## config.mk

```make
export PLATFORM = sky130hd
export DESIGN_NAME = move_request_scheduler
export DESIGN_NICKNAME = d
export VERILOG_FILES = /design/src/rtl/move_request_scheduler.sv
export SDC_FILE = /design/constraint.sdc
export NUM_CORES = 1
export LEC_CHECK = 0
export ABC_CLOCK_PERIOD_IN_PS = 2500
export CORE_MARGIN = 8
export CORE_UTILIZATION = 39
export CTS_CLUSTER_DIAMETER = 80
export CTS_CLUSTER_SIZE = 16
export DETAILED_ROUTE_END_ITERATION = 8
export PLACE_DENSITY = 0.61
export SETUP_SLACK_MARGIN = 0.5
export SYNTH_ARGS = -nofsm -noshare
export SYNTH_HDL_FRONTEND = slang
export SYNTH_SLANG_ARGS = --single-unit
```

## constraint.sdc

```tcl
create_clock -name CLOCK_50 -period 2.5 [get_ports CLOCK_50]
set_clock_uncertainty 0.05 [all_clocks]
set_input_delay 0.5 -clock CLOCK_50 [delete_from_list [all_inputs] [get_ports CLOCK_50]]
set_output_delay 0.5 -clock CLOCK_50 [all_outputs]
set_load 0.03 [all_outputs]
```

## src/rtl/move_request_scheduler.sv

```systemverilog
// move_request_scheduler
// Turns the PS/2 scan-code stream and the gravity tick into a single
// req/ack command stream for the gameplay datapath. Tracks one held key
// and auto-repeats it. At most one command is outstanding at a time.
//
// Handshake: move_req/move_cmd are held stable while move_req=1 until
// move_ack is sampled high. On that edge move_req and move_cmd drop to 0
// for one cycle. move_ack while move_req=0 has no effect.
module move_request_scheduler #(
  parameter int REPEAT_DELAY  = 12_500_000,
  parameter int REPEAT_PERIOD = 2_500_000,
  parameter int CNT_W         = 24
) (
  input  logic       CLOCK_50,
  input  logic       reset,
  input  logic       enable,
  input  logic [7:0] received_data,
  input  logic       received_data_en,
  input  logic       gravity_tick,
  input  logic       move_ack,
  output logic       move_req,
  output logic [2:0] move_cmd,
  output logic [2:0] held_key,
  output logic       gravity_overrun,
  output logic [1:0] dec_state_o
);

  localparam logic [2:0] CMD_NONE    = 3'd0;
  localparam logic [2:0] CMD_LEFT    = 3'd1;
  localparam logic [2:0] CMD_RIGHT   = 3'd2;
  localparam logic [2:0] CMD_DOWN    = 3'd3;
  localparam logic [2:0] CMD_ROTATE  = 3'd4;
  localparam logic [2:0] CMD_GRAVITY = 3'd5;

  localparam logic [CNT_W-1:0] DELAY_LOAD  = CNT_W'(REPEAT_DELAY - 1);
  localparam logic [CNT_W-1:0] PERIOD_LOAD = CNT_W'(REPEAT_PERIOD - 1);
  localparam logic [CNT_W-1:0] CNT_ONE     = CNT_W'(1);

  typedef enum logic [1:0] {
    D_IDLE    = 2'd0,
    D_BRK     = 2'd1,
    D_EXT     = 2'd2,
    D_EXT_BRK = 2'd3
  } dec_state_e;

  dec_state_e dec_q, dec_d;

  logic             make_vld;
  logic             brk_vld;
  logic             code_ext;
  logic [2:0]       dec_cmd;

  logic             req_q, req_d;
  logic [2:0]       cmd_q, cmd_d;
  logic [2:0]       held_q, held_d;
  logic             grav_q, grav_d;
  logic [2:0]       key_q, key_d;
  logic             ovr_q, ovr_d;
  logic [CNT_W-1:0] cnt_q, cnt_d;

  logic             issue_grav;
  logic             issue_key;
  logic             brk_held;

  // Scan code to command; unmapped codes give CMD_NONE.
  function automatic logic [2:0] map_key(input logic ext, input logic [7:0] code);
    logic [2:0] c;
    c = CMD_NONE;
    if (!ext) begin
      case (code)
        8'h1C:   c = CMD_LEFT;
        8'h23:   c = CMD_RIGHT;
        8'h1B:   c = CMD_DOWN;
        8'h1D:   c = CMD_ROTATE;
        default: c = CMD_NONE;
      endcase
    end else begin
      case (code)
        8'h6B:   c = CMD_LEFT;
        8'h74:   c = CMD_RIGHT;
        8'h72:   c = CMD_DOWN;
        8'h75:   c = CMD_ROTATE;
        default: c = CMD_NONE;
      endcase
    end
    return c;
  endfunction

  // Decoder state register; it keeps tracking bytes even while disabled.
  always_ff @(posedge CLOCK_50) begin
    if (reset) dec_q <= D_IDLE;
    else       dec_q <= dec_d;
  end

  // Decoder next state, advancing only on a byte strobe.
  always_comb begin
    dec_d = dec_q;
    if (received_data_en) begin
      case (dec_q)
        D_IDLE: begin
          if (received_data == 8'hF0)      dec_d = D_BRK;
          else if (received_data == 8'hE0) dec_d = D_EXT;
          else                             dec_d = D_IDLE;
        end
        D_BRK:     dec_d = D_IDLE;
        D_EXT:     dec_d = (received_data == 8'hF0) ? D_EXT_BRK : D_IDLE;
        D_EXT_BRK: dec_d = D_IDLE;
        default:   dec_d = D_IDLE;
      endcase
    end
  end

  // Decoder outputs: one-cycle make/break events with the extended flag.
  always_comb begin
    make_vld = 1'b0;
    brk_vld  = 1'b0;
    code_ext = 1'b0;
    if (received_data_en) begin
      case (dec_q)
        D_IDLE:    make_vld = (received_data != 8'hF0) && (received_data != 8'hE0);
        D_BRK:     brk_vld  = 1'b1;
        D_EXT: begin
          make_vld = (received_data != 8'hF0);
          code_ext = 1'b1;
        end
        D_EXT_BRK: begin
          brk_vld  = 1'b1;
          code_ext = 1'b1;
        end
        default: ;
      endcase
    end
  end

  assign dec_cmd = map_key(code_ext, received_data);

  // Key tracking, auto-repeat, gravity capture and command arbitration.
  always_comb begin
    req_d      = req_q;
    cmd_d      = cmd_q;
    held_d     = held_q;
    grav_d     = grav_q;
    key_d      = key_q;
    ovr_d      = ovr_q;
    cnt_d      = cnt_q;
    issue_grav = !req_q && grav_q;
    issue_key  = !req_q && !grav_q && (key_q != CMD_NONE);
    brk_held   = brk_vld && (dec_cmd != CMD_NONE) && (dec_cmd == held_q);

    if (!enable) begin
      // Abort: drop any command in flight and forget pending work.
      req_d  = 1'b0;
      cmd_d  = CMD_NONE;
      held_d = CMD_NONE;
      grav_d = 1'b0;
      key_d  = CMD_NONE;
    end else begin
      // Handshake and issue; issuing clears the pending flag it consumed.
      if (req_q && move_ack) begin
        req_d = 1'b0;
        cmd_d = CMD_NONE;
      end else if (issue_grav) begin
        req_d  = 1'b1;
        cmd_d  = CMD_GRAVITY;
        grav_d = 1'b0;
      end else if (issue_key) begin
        req_d = 1'b1;
        cmd_d = key_q;
        key_d = CMD_NONE;
      end

      // A tick is lost only if the previous one is still waiting and is
      // not being issued on this same edge.
      if (gravity_tick) begin
        if (grav_q && !issue_grav) ovr_d = 1'b1;
        grav_d = 1'b1;
      end

      // Auto-repeat of the held key; a break of that key stops it.
      if ((held_q != CMD_NONE) && !brk_held) begin
        if (cnt_q == '0) begin
          key_d = held_q;
          cnt_d = PERIOD_LOAD;
        end else begin
          cnt_d = cnt_q - CNT_ONE;
        end
      end

      if (brk_held) held_d = CMD_NONE;

      // New make of a different key: latest press wins the pending slot.
      if (make_vld && (dec_cmd != CMD_NONE) && (dec_cmd != held_q)) begin
        key_d = dec_cmd;
        if (dec_cmd != CMD_ROTATE) begin
          held_d = dec_cmd;
          cnt_d  = DELAY_LOAD;
        end
      end
    end
  end

  // Datapath registers.
  always_ff @(posedge CLOCK_50) begin
    if (reset) begin
      req_q  <= 1'b0;
      cmd_q  <= CMD_NONE;
      held_q <= CMD_NONE;
      grav_q <= 1'b0;
      key_q  <= CMD_NONE;
      ovr_q  <= 1'b0;
      cnt_q  <= '0;
    end else begin
      req_q  <= req_d;
      cmd_q  <= cmd_d;
      held_q <= held_d;
      grav_q <= grav_d;
      key_q  <= key_d;
      ovr_q  <= ovr_d;
      cnt_q  <= cnt_d;
    end
  end

  assign move_req        = req_q;
  assign move_cmd        = cmd_q;
  assign held_key        = held_q;
  assign gravity_overrun = ovr_q;
  assign dec_state_o     = dec_q;

endmodule

```

# ---- Word level (Yosys, flattened, before mapping)
# Cells that the tools add are included.
dict set report word_totals {
  register_bits 38
  in_bits 14
  out_inout_bits 10
  wordCells 92
}
dict set report classes {
  n_addsub 1
  eq_ne 19
  n_mux 33
  bitwise_logic 1
  n_reduce_logical 29
}
# op count
set ops {}
lappend ops {{$mux 24} 4}
lappend ops {{$mux 3} 12}
lappend ops {{$eq 8x7->1 const B} 4}
lappend ops {{$eq 8x5->1 const B} 3}
lappend ops {{$logic_not 24->1} 1}
lappend ops {{$pmux 3 s4} 2}
lappend ops {{$sub 24x1->24 const B} 1}
lappend ops {{$eq 8x8->1 const B} 2}
lappend ops {{$ne 8x8->1 const B} 2}
lappend ops {{$logic_and 1x1->1} 11}
lappend ops {{$mux 1} 10}
lappend ops {{$reduce_bool 3->1} 3}
lappend ops {{$eq 8x6->1 const B} 1}
lappend ops {{$mux 2} 3}
lappend ops {{$pmux 2 s3} 1}
lappend ops {{$reduce_or 2->1} 3}
lappend ops {{$eq 2x2->1 const B} 2}
lappend ops {{$logic_not 1->1} 4}
lappend ops {{$reduce_bool 2->1} 2}
lappend ops {{$reduce_or 4->1} 1}
lappend ops {{$eq 3x3->1} 1}
lappend ops {{$ne 3x3->1} 1}
lappend ops {{$ne 3x3->1 const B} 1}
lappend ops {{$reduce_and 3->1} 1}
lappend ops {{7 further kinds} 7}

# ---- Longest topological paths before layout
dict set report logic_depth {
  ltp_word 13
  depth_mapped 11
  mapped_depth_nobuf 8
}

# ---- Worst setup path before layout
# No wires, ideal clock.
dict set report synth_timing {
  path_kind {input -> register}
  from {input port received_data[4]}
  to {register cnt_q[5]}
  setup_ns 0.073
  arrival_time_ns 2.609
  t_required_ns 2.377
  path_slack_ns -0.233
  cell_stages 9
  cell_sequence {buf_6 or3b_4 a211oi_4 xnor2_1 o2111a_2 a31o_1 buf_6 or4b_1 a21oi_1}
}
dict set report synth_between {
  elab_chain_cells 11
}
# element line
set synth_lines {}
lappend synth_lines {{start, declared} 17} ;# input logic [7:0] received_data,
lappend synth_lines {{$eq 8x5->1, or another cell as far along} 70} ;# case (code)
lappend synth_lines {{$pmux 3 s4, on equally long branches} {70, 78}}
lappend synth_lines {{$mux 3} 69} ;# if (!ext) begin
lappend synth_lines {{$reduce_bool 3->1} {148, 192}}
lappend synth_lines {{$logic_and 1x1->1 (2 in a row)} 148} ;# brk_held = brk_vld && (dec_cmd != CMD_NONE) && (dec_cmd == held_q);
lappend synth_lines {{$logic_not 1->1} 180} ;# if ((held_q != CMD_NONE) && !brk_held) begin
lappend synth_lines {{$logic_and 1x1->1} 180}
lappend synth_lines {{$mux 24} 180}
lappend synth_lines {{$mux 24} 194} ;# if (dec_cmd != CMD_ROTATE) begin
lappend synth_lines {{$mux 24 *} 192} ;# if (make_vld && (dec_cmd != CMD_NONE) && (dec_cmd != held_q)) begin
lappend synth_lines {{end signal, assigned} 219} ;# cnt_q <= cnt_d;
lappend synth_lines {{end, declared} 59} ;# logic [CNT_W-1:0] cnt_q, cnt_d;
# Mark *: on every way between the ends. The rest lies on a longest branch, timed or not.
# A chain may end at the register's enable or synchronous reset.

# ---- Final worst setup path
dict set report layout_timing {
  from {input port received_data[0]}
  to {register cnt_q[7]}
}
# Same word-level chain as after synthesis.

==> flow_summary.toml <==
[critical_path]
required_ns = 2.64
critPathKind = "in2reg"
cp.arrival_ns = 2.74
cp-start-kind = "input pin"
worst_setup_path_end_kind = "flip-flop"
crit_fanout = 7

[yosys]
synth_compound_area_frac = 0.289
synth_cell_type_count = 68
seq_area_frac_synth = 0.311
yosys-mux-area-fraction = 0
avgSynthCellArea_um2 = 8.15
ys_warn_count = 0
synthFlopType = "dfxtp_1"
netlist_area_um2 = 2450
synth_cells = 300
yosys.area_share.xor_xnor = 0.0251
ys_ff_latch = 38
synth-simple-area-share = 0.312
syn-num-nets = 315
synth_fa_ha_area_frac = 0.00512
synth_edf_count = 0
async_flop_share = 0
synth_top_family_by_area = "simple AND/OR/NAND/NOR gates"

[clock_network]
clock-sinks = 38
cts_buffer_depth = 2
h-tree-depth = 2
root_buffer = "clkbuf_8"
insertion_delay_ns = 0.30
cts_made_buffers = 5
clk_pin_slew_ns = 0.08
cts_tree = "yes"

[global_route]
antenna_found_initial = 0
grt_overflow_total = 0
gr-usage-all-layers = 0.175
grt_pass1_vias = 2681
grt_max_degree = 16
grt_pass1_wl_mm = 12.9

[routing]
via_count = 3051
drt_iter0_drc = 237
drc = 0
routedWlPerCell_um = 19.1
drtAntennaViolNets = 0
drt_first_pass_iters = 5
routed_via_density = 6.21
drt_wl_total_mm = 9.39

[power_and_ir_drop]
p_leak_nw = 1.66
power.internal_w = 0.000902
p_sw_w = 0.000302
peakVddDrop_v = 0.000271
combPwrFrac = 0.124
clkPwrFrac = 0.370
swShare = 0.251
p_per_area_nw_per_um2 = 291
p_seq_frac = 0.506

[worst_hold_path]
worstHoldPathType = "reg2reg"

[sta]
relSlewSlack = 0.460
fin_crit_ns = 2.60
layout_setup_ws_ns = -0.0988
rsz0062_at_grt = "true"
final-setup-viol-count = 15
final.setup.tns_ns = -0.704
max_freq_mhz = 385
hold_violations = 0
finalMaxSlewViolations = 0
fin_crit_sh = 1.04
tightest_slew_ns = 0.804

[final_layout]
fillers = 440
multi_input_area_um2 = 2030
drive_gt1_frac = 0.435
area_growth_pct = 69.4
final_cells = 491
fin_nets = 428
final_util = 0.668
antenna_cells = 0
regArea_um2 = 761

[placed_design]
place_inst = 454
place_congestion = 0.827
port_buffers = 23
hpwlAfterDp_mm = 5.26

[floorplan]
fp-row-count = 29
die_w_um = 95.2
die-area_um2 = 9060
initial_core_util = 0.394
io_pins = 24
die_y_um = 95.2
core_um2 = 6200

[status]
status = "complete, but fails checks"
violations = "negative setup slack"

[job]
drv_cap = 0
Yosys cell counts (all sizes together) (4+ instances only):
library cell   n  area (um2)
and3           5        31.3
nor2          31         116
or3            5        32.5
nand2         17        63.8
or4            6        45.0
nand3         10        50.1
nand4         11        68.8
a31oi          6        37.5
a21oi         22         114
o22ai          5        31.3
o21ai         11        55.1
nor3          15        75.1
o311a          4        40.0
dfxtp         38         761
clkbuf        10        50.1
inv           12        45.0
xnor2          5        43.8
o221ai         5        43.8
buf            5        46.3
nor4          10        77.6
o211ai         7        52.6
metal layers:
layer / track usage / wire [um] / up-vias / part of all wire
met3: 0.0346 / 643 / 43 / 0.068
li1: - / - / 1403 / -
met5: 0 / 0 / - / 0
met4: 0.0598 / 374 / 0 / 0.040
met1: 0.228 / 3850 / 1462 / 0.41
met2: 0.280 / 4530 / 143 / 0.48
layout make-up:
class                      instances  area share
multi-input combinational        235       0.490
clock buffer                       7      0.0208
inverter                          12      0.0109
sequential                        38       0.184
tap                               77      0.0233
clock inverter                     1     0.00121
timing repair buffer             121       0.270
state kept, by name, summed over array words and instances, names as in the netlist:
signal and cells:
gravity_overrun 1, held_key 3, cnt_q 24, move_req 1, key_q 3, grav_q 1
dec_state_o 2, move_cmd 3
through the flow:
| stage | power (W) | area (um2) | hold WS, ns | setup WS (ns) |
|---|---|---|---|---|
| 6_report | 0.00120 | 4140 | 0.442 | -0.0988 |
| 5_1_grt | 0.00123 | 4140 | 0.461 | -0.140 |
| 4_1_cts | 0.00118 | 3570 | 0.423 | -0.0831 |
| 3_5_place_dp | 0.000742 | 3220 | 0.413 | -0.832 |
| 3_3_place_gp | 0.000741 | 3220 | 0.400 | -0.767 |
| 2_1_floorplan | 0.000671 | 2470 | 0.386 | -0.195 |
power groups by stage:
stage | logic (W) | registers, W | clock network [W]
floorplan | 0.0000468 | 0.000624 | 0
global placement | 0.000117 | 0.000624 | 0
detailed placement | 0.000118 | 0.000624 | 0
CTS | 0.000127 | 0.000609 | 0.000447
global route | 0.000158 | 0.000610 | 0.000467
finish | 0.000149 | 0.000610 | 0.000446
placed cells by master (no fill, tap or decap), types with 3 or more instances in the layout:
cell type / instances
a21oi_1: 16
inv_1: 12
or3b_4: 3
o22ai_1: 4
buf_2: 3
clkdlybuf4s50_1: 8
nand2b_1: 3
nand2_1: 17
buf_12: 3
dlygate4sd2_1: 7
o311a_1: 3
o211ai_1: 7
or3_1: 3
o21ai_0: 10
buf_4: 68
nor4_1: 4
a31oi_1: 3
xnor2_1: 4
buf_6: 27
nor4_4: 4
and3_4: 3
nor2_1: 30
dfxtp_1: 38
or4_1: 5
a21oi_2: 5
nor3_1: 13
nand4_1: 11
nand3_1: 7
clkbuf_8: 6
a31o_4: 3
a31oi_4: 3
buf_8: 4
worst max-delay path, stage by stage:
cell and delay [ns]:
buf_8 0.10, buf_6 0.12, nand4bb_4 0.23, or3_4 0.41, nor3b_4 0.17, o31ai_4 0.30
buf_6 0.16, a31o_4 0.18, buf_12 0.14, buf_8 0.12, a21oi_1 0.06, o221a_2 0.26
cells by family (layout without fill, tap and decap cells):
group | after synthesis | count (layout)
flip-flops | 38 | 38
adder cells (fa/ha/maj) | 1 | 1
XOR/XNOR | 7 | 7
AND/OR/NAND/NOR | 134 | 134
AO/OA/AOI/OAI | 93 | 93
buffers and inverters | 27 | 141
repair_timing:
action	4_1_cts	5_1_grt
pin swaps	25	50
hold buffers	0	0
gates cloned	2	1
setup buffers	9	17
endpoints found under the setup margin	36	30
gates resized for setup	78	79
path summary, 6_finish.rpt:
path              cells after the start  slack (ns)         to              from
setup / recovery                     12        -0.1   cnt_q[7]  received_data[0]
hold / removal                        2        0.44  cnt_q[20]         cnt_q[20]
setup reg to reg                      8        0.10  cnt_q[13]       held_key[1]
hold reg to reg                       2        0.44  cnt_q[20]         cnt_q[20]
(Power assumes the default switching activity.)
